`config.mk`:
```
export PLATFORM = sky130hd
export DESIGN_NAME = game_control_fsm
export DESIGN_NICKNAME = d
export VERILOG_FILES = /design/src/rtl/game_control_fsm.sv
export SDC_FILE = /design/constraint.sdc
export NUM_CORES = 1
export LEC_CHECK = 0
export CORE_MARGIN = 1
export CORE_UTILIZATION = 55
export CTS_CLUSTER_DIAMETER = 200
export DETAILED_ROUTE_END_ITERATION = 16
export DONT_BUFFER_PORTS = 1
export GPL_TIMING_DRIVEN = 0
export PLACE_DENSITY = 0.7
export SYNTH_ARGS = -nofsm -noshare
export SYNTH_HDL_FRONTEND = slang
export SYNTH_SLANG_ARGS = --single-unit
```
`constraint.sdc`:
```
create_clock -name clock -period 2.6 [get_ports clock]
set_clock_uncertainty 0.2 [all_clocks]
set_input_delay 0.26 -clock clock [delete_from_list [all_inputs] [get_ports clock]]
set_output_delay 0.26 -clock clock [all_outputs]
set_load 0.1 [all_outputs]
```
`src/rtl/game_control_fsm.sv`:
```
// Game sequencer for the obstacle dodger: start/load, play, pause, timed respawn,
// level advance and terminal win/lose, with registered Moore outputs to the plotter.
module game_control_fsm #(
  parameter int NUM_LIVES      = 3,
  parameter int NUM_LEVELS     = 4,
  parameter int RESPAWN_CYCLES = 16,
  parameter int LIVE_W         = 2,
  parameter int LEVEL_W        = 2
) (
  input  logic               clock,
  input  logic               resetn,
  input  logic               ld,
  input  logic               pause,
  input  logic               hit,
  input  logic               reached_end,
  output logic               writeEnable,
  output logic               draw,
  output logic               erase,
  output logic               setoff,
  output logic [LIVE_W-1:0]  lives,
  output logic [LEVEL_W-1:0] level,
  output logic               game_over,
  output logic               game_won,
  output logic [2:0]         fsm_state
);

  localparam int CNT_W = (RESPAWN_CYCLES > 1) ? $clog2(RESPAWN_CYCLES) : 1;

  typedef enum logic [2:0] {
    S_BEGIN    = 3'd0,
    S_LOAD     = 3'd1,
    S_PLOT     = 3'd2,
    S_PAUSE    = 3'd3,
    S_RESPAWN  = 3'd4,
    S_LEVEL_UP = 3'd5,
    S_WIN      = 3'd6,
    S_LOSE     = 3'd7
  } state_t;

  state_t             state, state_nxt;
  logic [LIVE_W-1:0]  lives_nxt;
  logic [LEVEL_W-1:0] level_nxt;
  logic [CNT_W-1:0]   cnt, cnt_nxt;

  assign fsm_state = state;

  always_comb begin
    state_nxt = state;
    lives_nxt = lives;
    level_nxt = level;
    cnt_nxt   = cnt;
    case (state)
      S_BEGIN: if (ld) state_nxt = S_LOAD;
      S_LOAD:  if (!ld) state_nxt = S_PLOT;
      S_PLOT: begin
        // hit outranks reached_end, which outranks pause
        if (hit) begin
          if (lives <= LIVE_W'(1)) begin
            state_nxt = S_LOSE;
            lives_nxt = '0;
          end else begin
            state_nxt = S_RESPAWN;
            lives_nxt = lives - LIVE_W'(1);
            cnt_nxt   = CNT_W'(RESPAWN_CYCLES - 1);
          end
        end else if (reached_end) begin
          if (level == LEVEL_W'(NUM_LEVELS - 1)) begin
            state_nxt = S_WIN;
          end else begin
            state_nxt = S_LEVEL_UP;
            level_nxt = level + LEVEL_W'(1);
          end
        end else if (pause) begin
          state_nxt = S_PAUSE;
        end
      end
      S_PAUSE: if (!pause) state_nxt = S_PLOT;
      S_RESPAWN: begin
        if (cnt == '0) state_nxt = S_PLOT;
        else cnt_nxt = cnt - CNT_W'(1);
      end
      S_LEVEL_UP: state_nxt = S_BEGIN;
      S_WIN:      state_nxt = S_WIN;
      S_LOSE:     state_nxt = S_LOSE;
      default:    state_nxt = S_BEGIN;
    endcase
  end

  // Outputs are decoded from the next state so they line up with the state register.
  always_ff @(posedge clock) begin
    if (!resetn) begin
      state       <= S_BEGIN;
      lives       <= LIVE_W'(NUM_LIVES);
      level       <= '0;
      cnt         <= '0;
      writeEnable <= 1'b1;
      draw        <= 1'b1;
      erase       <= 1'b0;
      setoff      <= 1'b0;
      game_over   <= 1'b0;
      game_won    <= 1'b0;
    end else begin
      state       <= state_nxt;
      lives       <= lives_nxt;
      level       <= level_nxt;
      cnt         <= cnt_nxt;
      writeEnable <= (state_nxt == S_BEGIN) || (state_nxt == S_PLOT) ||
                     (state_nxt == S_RESPAWN) || (state_nxt == S_LEVEL_UP);
      draw        <= (state_nxt == S_BEGIN) || (state_nxt == S_PLOT);
      erase       <= (state_nxt == S_RESPAWN) || (state_nxt == S_LEVEL_UP);
      setoff      <= (state_nxt == S_PLOT);
      game_over   <= (state_nxt == S_LOSE);
      game_won    <= (state_nxt == S_WIN);
    end
  end

endmodule
```
==> impl_table.tex, run 1 <==
\begin{tabular}{lr}
\hline
Metric & Value \\
\hline
\multicolumn{2}{l}{\textbf{Run status}} \\
\quad Run status & finished clean \\
\multicolumn{2}{l}{\textbf{Worst setup path}} \\
\quad Type of the setup path with the least slack & flip-flop to flip-flop \\
\quad CP max stage cell & dfxtp\_1 \\
\quad Launching instance or port of the critical path & fsm\_state[1]\$\_SDFF\_PN0\_ \\
\quad Data arrival, critical path & 2.44 ns \\
\quad Crit path launch type & flip-flop \\
\quad Launch instance of the worst register-to-register path & fsm\_state[1]\$\_SDFF\_PN0\_ \\
\quad Worst-path cell chain & nand2b\_1, or4\_1, xnor2\_1, and2\_1 \\
\quad Worst path max stage delay & 1.07 ns \\
\quad Max FO, Critical Path & 5 \\
\quad Required time worst endpoint & 2.61 ns \\
\quad Worst reg2reg setup slack & 0.16 ns \\
\quad Setup crit end kind & flip-flop \\
\multicolumn{2}{l}{\textbf{Clocking}} \\
\quad Clock latency reported for the late side of the worst-skew pair & 0.30 ns \\
\quad H-tree levels & 1 \\
\quad Clk pin slew, worst setup/hold paths & 0.11 ns \\
\quad Cts bufs inserted & 3 \\
\quad Buffers inserted by post-CTS timing repair & 0 \\
\quad CTS sink count & 17 \\
\quad CTS tree & done \\
\quad Clk root buf & clkbuf\_4 \\
\quad Number of buffers between clock root and the deepest sink & 2 \\
\multicolumn{2}{l}{\textbf{Placement}} \\
\quad Number of port buffers & 0 \\
\quad Routability congestion estimate from global placement & 0.784 \\
\quad Placed wire-length estimate after detailed placement & 1060 microns \\
\multicolumn{2}{l}{\textbf{Synth}} \\
\quad FFs w/ async S/R, synth & 0 \\
\quad Sequential cell area fraction in the yosys report & 0.404 \\
\quad Synth unique cells & 38 \\
\quad Nets in the synthesized netlist & 99 \\
\quad Number of register bits inferred by synthesis & 17 \\
\quad Yosys synthesis warning count & 0 \\
\quad Number of enable-type register cells in the synthesized netlist & 0 \\
\quad Syn Area/Cell & 9.37 sq um \\
\quad Most used DFF post-synth & dfxtp\_1 \\
\quad Synthesized netlist cell count & 90 \\
\quad Netlist area before placement & 843 sq um \\
\multicolumn{2}{l}{\textbf{Timing}} \\
\quad Final hold viol count & 0 \\
\quad Achievable frequency & 411 MHz \\
\quad Measured slew at the worst slew-check pin & 1.11 ns \\
\quad Number of pins with negative max-slew slack in the final report & 0 \\
\quad Min Hold Slack & 0.0534 ns \\
\quad Unrepaired setup endpoints after global routing & no \\
\quad Relative slew slack & 0.262 \\
\quad Tcrit/Tclk final & 0.937 \\
\quad Final setup violating endpoints & 0 \\
\quad Final period demand of the worst path & 2.44 ns \\
\multicolumn{2}{l}{\textbf{Pwr}} \\
\quad Power density relative to cell area & 543 nW/um\^{}2 \\
\quad Leakage dissipation & 0.360 nW \\
\quad IR Drop Worst-Case VDD & 455 uV \\
\quad PnR Total Power & 491 uW \\
\multicolumn{2}{l}{\textbf{GRT}} \\
\quad Largest net degree at the start of global routing & 12 \\
\quad First-pass GRT wire length & 2160 microns \\
\quad Global-route congestion overflow total & 0 \\
\quad Number of global-route vias before repair & 502 \\
\quad Number of antenna violations at the first check in global routing & 0 \\
\quad Global Route Usage Sum & 0.203 \\
\multicolumn{2}{l}{\textbf{Layout}} \\
\quad Count of antenna diodes in the layout & 0 \\
\quad Multi-input gate area in the final layout & 450 sq um \\
\quad Layout Nets & 105 \\
\quad Most frequent standard cell in the layout excluding fill and tap cells & dfxtp\_1 \\
\quad Highest-count cells in the layout ignoring fill and taps & dfxtp\_1, nand2\_1, nor2\_1, nand3\_1 \\
\quad Flip-flop and latch area & 342 sq um \\
\quad Fillers & 133 \\
\quad Share of cells above drive strength 1 & 0.137 \\
\quad Area Overhead vs Synth & 7.12\% \\
\quad Core utilization of the finished layout & 0.661 \\
\multicolumn{2}{l}{\textbf{Die}} \\
\quad Area of the die & 1690 sq um \\
\quad Die height & 41.2 microns \\
\quad Number of top-level design ports & 19 \\
\quad Core footprint & 1370 sq um \\
\quad Starting density of the core & 0.617 \\
\quad Die width & 41.2 microns \\
\quad Number of rows in the core area & 13 \\
\multicolumn{2}{l}{\textbf{Run}} \\
\quad Count of maximum capacitance violations & 0 \\
\multicolumn{2}{l}{\textbf{Detailed routing}} \\
\quad Number of DRC markers after the initial detailed-route iteration & 15 \\
\quad Total wire length & 1450 microns \\
\quad Count of antenna-violating nets left after detailed routing & 0 \\
\quad Remaining design rule violation count & 0 \\
\quad Average wire length per cell after detail routing & 13.2 microns \\
\quad Avg Vias per Cell & 6.02 \\
\quad First drt pass iteration count & 4 \\
\quad Via total after detailed routing & 662 \\
\multicolumn{2}{l}{\textbf{Hold path}} \\
\quad Hold WC Path Type & input pin to flip-flop \\
\quad Hold Crit Start & hit \\
\hline
\end{tabular}
## stage by stage
stage | TNS (ns) | cell area [sq um] | cells | setup slack [ns]
floorplan | 0 | 843 | 90 | 0.159
global placement | 0 | 862 | 105 | 0.000887
detailed placement | -0.00994 | 862 | 105 | -0.00994
CTS | 0 | 903 | 110 | 0.157
global route | 0 | 903 | 110 | 0.0469
finish | 0 | 903 | 110 | 0.165
## cell usage after synthesis, types with 2 or more instances
master     n  area [sq um]
and2_1     2          12.5
or3_1      2          12.5
o31ai_1    2          15.0
nand3_1    5          25.0
o211ai_1   2          15.0
o2111a_1   2          22.5
o211a_1    2          20.0
nor3_1     3          15.0
nand2b_1   3          18.8
dfxtp_1   17           340
nor2b_1    3          18.8
a21oi_1    4          20.0
nand2_1    6          22.5
buf_6      3          33.8
inv_1      4          15.0
nor3b_1    2          15.0
nor2_1     5          18.8
ha_1       3          37.5
## power breakdown
part	switching (mW)	leakage, nW	total (mW)	internal [mW]
clock network	0.0902	0.0139	0.149	0.0586
logic	0.0204	0.207	0.0398	0.0194
registers	0.0364	0.139	0.302	0.266
## final timing paths
path | end | cells after the start
min | lives[0]$_SDFFE_PN1P_ | 3
max | level[0]$_SDFFE_PN0P_ | 4
max reg2reg | level[0]$_SDFFE_PN0P_ | 4
min reg2reg | cnt[1]$_SDFFE_PN0P_ | 1
## metal layers
layer	GRT usage	vias to the layer above	routed length, microns
li1	-	337	-
met1	0.244	295	687
met2	0.285	25	592
met3	0.103	5	128
met4	0.121	0	40
met5	0	-	0
## registers in the layout, summed over array words and instances, names as in the netlist
signal,count
fsm_state,3
draw,1
erase,1
game_over,1
cnt,4
setoff,1
writeEnable,1
lives,2
game_won,1
level,2
## cells by family after synthesis
kind of cell,after synthesis,synth area share
buf+inv,8,0.0623
xor+xnor,1,0.0104
compound gates,18,0.168
simple gates,42,0.300
fa+ha+maj,3,0.0445
mux,1,0.0119
flops,17,0.404
## worst max-delay path, delay by kind of cell, from the launching register on
| family | cells | cell delay [ns] |
|---|---|---|
| simple gates | 3 | 0.92 |
| flops | 1 | 1.07 |
| xor+xnor | 1 | 0.15 |
## layout make-up
cell class	count	area share
flip-flops and latches	17	0.378
repair buffers	1	0.0111
multi-input cells	65	0.499
well taps	15	0.0208
inverters	4	0.0166
clock buffers	3	0.0249
clock inverters	1	0.00831
plain buffers	4	0.0416
## what timing repair did
| action | 4_1_cts | 5_1_grt |
|---|---|---|
| setup endpoints to repair | 1 | 0 |
| endpoints found under the hold margin | 3 | 0 |
| hold buffers | 1 | 0 |
| resized for setup | 1 | 0 |
Note: power is estimated with default switching activity, not from simulation.
==> run 2: changes to the inputs <==
--- a/config.mk
+++ b/config.mk
@@ -5,13 +5,14 @@
 export SDC_FILE = /design/constraint.sdc
 export NUM_CORES = 1
 export LEC_CHECK = 0
+export ABC_AREA = 1
 export CORE_MARGIN = 1
-export CORE_UTILIZATION = 55
+export CORE_UTILIZATION = 53
 export CTS_CLUSTER_DIAMETER = 200
 export DETAILED_ROUTE_END_ITERATION = 16
 export DONT_BUFFER_PORTS = 1
 export GPL_TIMING_DRIVEN = 0
-export PLACE_DENSITY = 0.7
+export PLACE_DENSITY = 0.69
 export SYNTH_ARGS = -nofsm -noshare
 export SYNTH_HDL_FRONTEND = slang
 export SYNTH_SLANG_ARGS = --single-unit
==> constraint.sdc (replaced) <==
create_clock -name clock -period 2 [get_ports clock]
set_clock_uncertainty 0.2 [all_clocks]
set_input_delay 0.2 -clock clock [delete_from_list [all_inputs] [get_ports clock]]
set_output_delay 0.2 -clock clock [all_outputs]
set_load 0.1 [all_outputs]
==> impl_table.tex, run 2 <==
\begin{tabular}{lr}
\hline
Metric & Value \\
\hline
\multicolumn{2}{l}{\textbf{Die}} \\
\quad Number of rows in the core area & 14 (+1) \\
\quad Die height & 42.6 microns (+3.6\%) \\
\quad Starting density of the core & 0.574 (-0.0433) \\
\quad Core footprint & 1520 sq um (+12\%) \\
\quad Die width & 42.6 microns (+3.6\%) \\
\quad Area of the die & 1820 sq um (+7.2\%) \\
\quad Number of top-level design ports & 19 (unchanged) \\
\multicolumn{2}{l}{\textbf{Detailed routing}} \\
\quad First drt pass iteration count & 4 (unchanged) \\
\quad Count of antenna-violating nets left after detailed routing & 0 (unchanged) \\
\quad Remaining design rule violation count & 0 (unchanged) \\
\quad Total wire length & 1640 microns (+13\%) \\
\quad Avg Vias per Cell & 5.00 (-17\%) \\
\quad Via total after detailed routing & 730 (+10\%) \\
\quad Average wire length per cell after detail routing & 11.2 microns (-15\%) \\
\quad Number of DRC markers after the initial detailed-route iteration & 12 (-3) \\
\multicolumn{2}{l}{\textbf{Timing}} \\
\quad Tcrit/Tclk final & 0.887 (-0.0499) \\
\quad Number of pins with negative max-slew slack in the final report & 0 (unchanged) \\
\quad Final period demand of the worst path & 1.77 ns (-0.662 ns) \\
\quad Unrepaired setup endpoints after global routing & no \\
\quad Final hold viol count & 0 (unchanged) \\
\quad Final setup violating endpoints & 0 (unchanged) \\
\quad Measured slew at the worst slew-check pin & 1.01 ns (-0.0966 ns) \\
\quad Relative slew slack & 0.326 (+0.0645) \\
\quad Achievable frequency & 564 MHz (+37\%) \\
\quad Min Hold Slack & 0.00973 ns (-0.0436 ns) \\
\multicolumn{2}{l}{\textbf{Pwr}} \\
\quad Sw frac & 0.374 (+0.0748) \\
\quad Switch Pwr & 281 uW (+92\%) \\
\quad Part of the power in registers & 0.602 (-0.014) \\
\quad Part of the power in combinational logic & 0.151 (+0.070) \\
\quad Part of the total power dissipated in the clock network & 0.247 (-0.056) \\
\quad Power density relative to cell area & 778 nW/um\^{}2 (+43\%) \\
\quad Cell-internal power & 471 uW (+37\%) \\
\quad IR Drop Worst-Case VDD & 622 uV (+37\%) \\
\quad Leakage dissipation & 0.461 nW (+28\%) \\
\multicolumn{2}{l}{\textbf{Layout}} \\
\quad Highest-count cells in the layout ignoring fill and taps & nand2\_1, nor2\_1, inv\_1 \\
\quad Flip-flop count of the largest register after layout & 4 (unchanged) \\
\quad Largest Register & cnt \\
\quad Share of cells above drive strength 1 & 0.223 (+0.0862) \\
\quad Core utilization of the finished layout & 0.635 (-0.0265) \\
\quad Area Overhead vs Synth & 10.6\% \\
\quad Layout Nets & 140 (+33\%) \\
\quad Count of antenna diodes in the layout & 0 (unchanged) \\
\quad Most frequent standard cell in the layout excluding fill and tap cells & nand2\_1 \\
\multicolumn{2}{l}{\textbf{Clocking}} \\
\quad Buffers inserted by post-CTS timing repair & 0 (unchanged) \\
\quad CTS tree & done \\
\quad CTS sink count & 17 (unchanged) \\
\quad Cts bufs inserted & 3 (unchanged) \\
\quad Clk pin slew, worst setup/hold paths & 0.10 ns (about the same) \\
\quad H-tree levels & 1 (unchanged) \\
\quad Clock latency reported for the late side of the worst-skew pair & 0.29 ns (about the same) \\
\quad Number of buffers between clock root and the deepest sink & 2 (unchanged) \\
\quad Clk root buf & clkbuf\_4 \\
\multicolumn{2}{l}{\textbf{Synth}} \\
\quad Sequential cell area fraction in the yosys report & 0.389 (-0.0144) \\
\quad Syn Area/Cell & 7.11 sq um (-24\%) \\
\quad Most used DFF post-synth & dfxtp\_1 \\
\quad Number of enable-type register cells in the synthesized netlist & 0 (unchanged) \\
\quad Synth unique cells & 19 (-50\%) \\
\quad Post-synth top cells & nand2\_1, nor2\_1, dfxtp\_1 \\
\quad Most numerous cell in the Yosys netlist & nand2\_1 \\
\quad Biggest area contributors in the synthesized netlist & dfxtp\_1, nand2\_1, nor2\_1 \\
\quad Most area-hungry cell type in the Yosys netlist & dfxtp\_1 \\
\quad Netlist area before placement & 875 sq um (+3.7\%) \\
\quad Area share of the leading cell type in the synthesized netlist & 0.389 (-0.0144) \\
\quad Number of register bits inferred by synthesis & 17 (unchanged) \\
\quad Nets in the synthesized netlist & 132 (+33\%) \\
\quad FFs w/ async S/R, synth & 0 (unchanged) \\
\quad Yosys synthesis warning count & 0 (unchanged) \\
\quad Synthesized netlist cell count & 123 (+37\%) \\
\multicolumn{2}{l}{\textbf{Worst setup path}} \\
\quad Critical path buffers and inverters & 3 (+3) \\
\quad Type of the setup path with the least slack & flip-flop to flip-flop \\
\quad Worst-path cell chain & buf\_4, inv\_2, nand2\_2, nor2\_4, nand2\_4, nand3\_2, nor2\_1, nand2\_1, nand2\_1, inv\_1 \\
\quad Worst reg2reg setup slack & 0.23 ns (+0.06 ns) \\
\quad Cell repeated most along the worst path & nand2\_1 \\
\quad Worst path max stage delay & 0.55 ns (-0.52 ns) \\
\quad Top cell family by delay on the critical path & simple AND/OR/NAND/NOR gates \\
\quad Crit path launch type & flip-flop \\
\quad CP max stage cell & dfxtp\_4 \\
\quad Setup crit end kind & flip-flop \\
\quad Data arrival, critical path & 1.77 ns (-0.67 ns) \\
\quad Required time worst endpoint & 2.00 ns (-0.61 ns) \\
\quad Max FO, Critical Path & 8 (+3) \\
\multicolumn{2}{l}{\textbf{GRT}} \\
\quad Number of antenna violations at the first check in global routing & 0 (unchanged) \\
\quad Largest net degree at the start of global routing & 11 (-1) \\
\quad Global-route congestion overflow total & 0 (unchanged) \\
\quad Number of global-route vias before repair & 651 (+30\%) \\
\quad Global Route Usage Sum & 0.201 (-0.00170) \\
\quad First-pass GRT wire length & 2700 microns (+25\%) \\
\multicolumn{2}{l}{\textbf{Hold path}} \\
\quad Hold WC Path Type & input pin to flip-flop \\
\multicolumn{2}{l}{\textbf{Placement}} \\
\quad Number of port buffers & 0 (unchanged) \\
\quad Routability congestion estimate from global placement & 0.807 (+2.9\%) \\
\quad Placed wire-length estimate after detailed placement & 1170 microns (+10\%) \\
\multicolumn{2}{l}{\textbf{Run}} \\
\quad Count of maximum capacitance violations & 0 (unchanged) \\
\multicolumn{2}{l}{\textbf{Run status}} \\
\quad Run status & finished clean \\
\hline
\end{tabular}
-- run 2: changes by cell type in the layout (fill, tap and decap cells not counted), sizes merged, moves of 5 or more --
cell	change
nand2	+30
nor2	+19
inv	+14
nand3	+5
-- run 2: repair_timing --
| action | CTS | global route |
|---|---|---|
| hold buffers | 3 | 0 |
| resized for setup | 1 | 4 |
| endpoints found under the hold margin | 13 | 0 |
| endpoints found under the setup margin | 15 | 4 |
-- run 2: layout make-up --
cell class | count | area [sq um]
clock buffer | 3 | 22.5
clock inverter | 1 | 5.00
fill | 145 | 557
buffer | 1 | 7.51
multi-input combinational | 87 | 459
tap | 16 | 20.0
timing repair buffer | 3 | 30.0
inverter | 18 | 67.6
sequential | 17 | 355
-- run 2: routing by layer --
| layer | vias up | global-route usage | share of wire |
|---|---|---|---|
| met5 | - | 0 | 0 |
| met4 | 0 | 0.0938 | 0.0067 |
| met3 | 2 | 0.0474 | 0.044 |
| met2 | 21 | 0.315 | 0.48 |
| met1 | 311 | 0.259 | 0.47 |
| li1 | 396 | - | - |
-- run 2: worst paths after layout --
kind,cells past startpoint,from,to
min reg2reg,2,cnt[3]$_SDFFE_PN0P_,cnt[3]$_SDFFE_PN0P_
min,3,pause,setoff$_SDFF_PN0_
max,10,fsm_state[1]$_SDFF_PN0_,writeEnable$_SDFF_PN1_
max reg2reg,10,fsm_state[1]$_SDFF_PN0_,writeEnable$_SDFF_PN1_
-- run 2: power by group through the flow --
stage	clock (mW)	sequential [mW]	combinational, mW
2_1_floorplan	0	0.460	0.0914
3_3_place_gp	0	0.463	0.105
3_5_place_dp	0	0.463	0.107
4_1_cts	0.187	0.456	0.114
5_1_grt	0.202	0.456	0.130
6_report	0.185	0.453	0.114
-- run 2: through the flow --
stage	setup slack, ns	cells	cell area, sq um	TNS [ns]	power, mW
after global placement	-0.112	139	900	-0.586	0.567
final	0.227	146	967	0	0.752
after detailed placement	-0.127	139	900	-0.764	0.570
after CTS	0.0388	146	958	0	0.757
after global routing	0.101	146	967	0	0.788
after floorplan	0.0121	123	880	0	0.551
-- run 2: worst min-delay path, stage by stage --
cell      delay [ns]
o211ai_1        0.08
nand3_2         0.13
nor2_1          0.05
-- run 2: cell families after synthesis --
family,count (synthesis),synth area share
and+or+nand+nor,71,0.396
buffers and inverters,19,0.0858
DFF,17,0.389
AOI/OAI and AO/OA,11,0.0658
adders and majority gates,3,0.0429
xor gates and xnor gates,2,0.0200
==> run 3: changes to the inputs <==
--- a/config.mk
+++ b/config.mk
@@ -13,6 +13,7 @@
 export DONT_BUFFER_PORTS = 1
 export GPL_TIMING_DRIVEN = 0
 export PLACE_DENSITY = 0.69
+export RECOVER_POWER = 50
 export SYNTH_ARGS = -nofsm -noshare
 export SYNTH_HDL_FRONTEND = slang
 export SYNTH_SLANG_ARGS = --single-unit
==> impl_table.tex, run 3 (synthesis results as in run 2) <==
\begin{tabular}{lr}
\hline
Metric & Value \\
\hline
\multicolumn{2}{l}{\textbf{Pwr}} \\
\quad Leakage dissipation & 0.461 nW (about the same) \\
\quad Power density relative to cell area & 779 nW/um\^{}2 (+0.16\%) \\
\quad Switch Pwr & 279 uW (-0.79\%) \\
\quad Part of the power in combinational logic & 0.151 (about the same) \\
\quad Sw frac & 0.373 (-0.00161) \\
\quad Cell-internal power & 470 uW (-0.10\%) \\
\quad Part of the total power dissipated in the clock network & 0.246 (about the same) \\
\quad Part of the power in registers & 0.604 (+0.002) \\
\quad IR Drop Worst-Case VDD & 620 uV (-0.31\%) \\
\multicolumn{2}{l}{\textbf{Placement}} \\
\quad Pre-CTS setup slack & -0.127 ns (unchanged) \\
\quad Area after detailed placement & 900 sq um (unchanged) \\
\quad Placed wire-length estimate after detailed placement & 1170 microns (unchanged) \\
\quad Routability congestion estimate from global placement & 0.807 (unchanged) \\
\quad Number of cells in the design after placement & 139 (unchanged) \\
\quad Number of port buffers & 0 (unchanged) \\
\multicolumn{2}{l}{\textbf{Layout}} \\
\quad Area Overhead vs Synth & 10.0\% \\
\quad Highest-count cells in the layout ignoring fill and taps & nand2\_1, nor2\_1, inv\_1 \\
\quad Flip-flop count of the largest register after layout & 4 (unchanged) \\
\quad Share of cells above drive strength 1 & 0.208 (-0.0154) \\
\quad Most frequent standard cell in the layout excluding fill and tap cells & nand2\_1 \\
\quad Largest Register & cnt \\
\quad Multi-input gate area in the final layout & 454 sq um (-1.1\%) \\
\quad Fillers & 145 (unchanged) \\
\quad Layout Nets & 140 (unchanged) \\
\quad Core utilization of the finished layout & 0.631 (-0.00328) \\
\quad Flip-flop and latch area & 355 sq um (unchanged) \\
\quad Final cell count without fillers & 146 (unchanged) \\
\quad Post-route standard cell area excluding fillers & 962 sq um (-0.52\%) \\
\quad Count of antenna diodes in the layout & 0 (unchanged) \\
\multicolumn{2}{l}{\textbf{Worst setup path}} \\
\quad Worst path max stage delay & 0.75 ns (+0.20 ns) \\
\quad Reg2reg path depth & 7 (-3) \\
\quad Data arrival, critical path & 1.80 ns (+0.03 ns) \\
\quad Setup crit end kind & flip-flop \\
\quad Crit path launch type & flip-flop \\
\quad CP max stage cell & dfxtp\_2 \\
\quad Required time worst endpoint & 2.00 ns (about the same) \\
\quad Type of the setup path with the least slack & flip-flop to flip-flop \\
\quad Max FO, Critical Path & 7 (-1) \\
\quad Worst-path cell chain & nor2\_1, nand3\_1, nand3\_2, nor2\_1, nand2\_1, nand2\_1, inv\_1 \\
\multicolumn{2}{l}{\textbf{Clocking}} \\
\quad Clock latency reported for the late side of the worst-skew pair & 0.29 ns (about the same) \\
\quad Clk pin slew, worst setup/hold paths & 0.10 ns (about the same) \\
\quad Number of buffers between clock root and the deepest sink & 2 (unchanged) \\
\quad H-tree levels & 1 (unchanged) \\
\quad CTS tree & done \\
\quad CTS sink count & 17 (unchanged) \\
\quad Clk root buf & clkbuf\_4 \\
\quad Cts bufs inserted & 3 (unchanged) \\
\multicolumn{2}{l}{\textbf{Timing}} \\
\quad Unrepaired setup endpoints after global routing & no \\
\quad Final period demand of the worst path & 1.80 ns (+0.0275 ns) \\
\quad Tcrit/Tclk final & 0.900 (+0.0137) \\
\quad Number of pins with negative max-slew slack in the final report & 0 (unchanged) \\
\quad Min Hold Slack & 0.00816 ns (-0.00157 ns) \\
\quad Relative slew slack & 0.326 (-0.000332) \\
\quad Final setup violating endpoints & 0 (unchanged) \\
\quad Measured slew at the worst slew-check pin & 1.01 ns (+0.000496 ns) \\
\quad Setup WS post-layout & 0.199 ns (-0.0275 ns) \\
\quad Final hold viol count & 0 (unchanged) \\
\quad Achievable frequency & 555 MHz (-1.5\%) \\
\multicolumn{2}{l}{\textbf{Die}} \\
\quad Number of top-level design ports & 19 (unchanged) \\
\quad Die height & 42.6 microns (unchanged) \\
\quad Die width & 42.6 microns (unchanged) \\
\quad Starting density of the core & 0.574 (unchanged) \\
\quad Core footprint & 1520 sq um (unchanged) \\
\quad Number of rows in the core area & 14 (unchanged) \\
\quad Area of the die & 1820 sq um (unchanged) \\
\multicolumn{2}{l}{\textbf{GRT}} \\
\quad Number of antenna violations at the first check in global routing & 0 (unchanged) \\
\quad Number of global-route vias before repair & 651 (unchanged) \\
\quad Largest net degree at the start of global routing & 11 (unchanged) \\
\quad Global Route Usage Sum & 0.201 (unchanged) \\
\quad Global-route congestion overflow total & 0 (unchanged) \\
\quad First-pass GRT wire length & 2700 microns (unchanged) \\
\multicolumn{2}{l}{\textbf{Detailed routing}} \\
\quad Via total after detailed routing & 731 (+0.14\%) \\
\quad Avg Vias per Cell & 5.01 (+0.14\%) \\
\quad Count of antenna-violating nets left after detailed routing & 0 (unchanged) \\
\quad Number of DRC markers after the initial detailed-route iteration & 14 (+2) \\
\quad Remaining design rule violation count & 0 (unchanged) \\
\quad First drt pass iteration count & 4 (unchanged) \\
\quad Total wire length & 1630 microns (-0.43\%) \\
\quad Average wire length per cell after detail routing & 11.2 microns (-0.43\%) \\
\multicolumn{2}{l}{\textbf{Run status}} \\
\quad Run status & finished clean \\
\multicolumn{2}{l}{\textbf{Hold path}} \\
\quad Hold Path Depth & 3 (unchanged) \\
\quad Hold WC Path Type & input pin to flip-flop \\
\multicolumn{2}{l}{\textbf{Run}} \\
\quad Count of maximum capacitance violations & 0 (unchanged) \\
\hline
\end{tabular}
## run 3: metal layers
metal / vias up / global-route usage / share of wire / wire length [microns]
li1: 397 / - / - / -
met4: 0 / 0.0938 / 0.0018 / 3
met1: 311 / 0.259 / 0.46 / 757
met2: 21 / 0.315 / 0.49 / 793
met3: 2 / 0.0474 / 0.045 / 74
met5: - / 0 / 0 / 0
## run 3: cell type report
cell class / instances / area share
sequential: 17 / 0.369
tap: 16 / 0.0208
clock buffer: 3 / 0.0234
multi-input combinational: 87 / 0.472
inverter: 18 / 0.0702
timing repair buffer: 3 / 0.0312
buffer: 1 / 0.00780
clock inverter: 1 / 0.00520
## run 3: worst max-delay path, delay by kind of cell, from the launching register on
kind          cells  cell delay [ns]
flops             1             0.75
buf+inv           1             0.03
simple gates      6             0.73
## run 3: worst paths after layout
kind	startpoint	slack (ns)	end
worst min-delay path	pause	0.008	setoff$_SDFF_PN0_
worst max register to register	fsm_state[2]$_SDFF_PN0_	0.20	writeEnable$_SDFF_PN1_
worst min register to register	cnt[3]$_SDFFE_PN0P_	0.30	cnt[3]$_SDFFE_PN0P_
worst max-delay path	fsm_state[2]$_SDFF_PN0_	0.20	writeEnable$_SDFF_PN1_
## run 3: repair_timing
action / in CTS / in global routing
gates cloned: 0 / 0
resized for setup: 1 / 4
hold endpoints to repair: 13 / 0
setup buffers: 0 / 0
hold buffers: 3 / 0
setup endpoints to repair: 15 / 4
## run 3: power by group through the flow
stage                     registers, mW  logic (mW)  clock network, mW
after floorplan                   0.460      0.0914                  0
after global placement            0.463       0.105                  0
after detailed placement          0.463       0.107                  0
after CTS                         0.456       0.114              0.187
after global routing              0.455       0.130              0.202
final                             0.453       0.113              0.184
## run 3: metrics by stage
stage               setup TNS [ns]  total power [mW]
floorplan                        0             0.551
global route                     0             0.787
finish                           0             0.749
global placement            -0.586             0.567
CTS                              0             0.757
detailed placement          -0.764             0.570
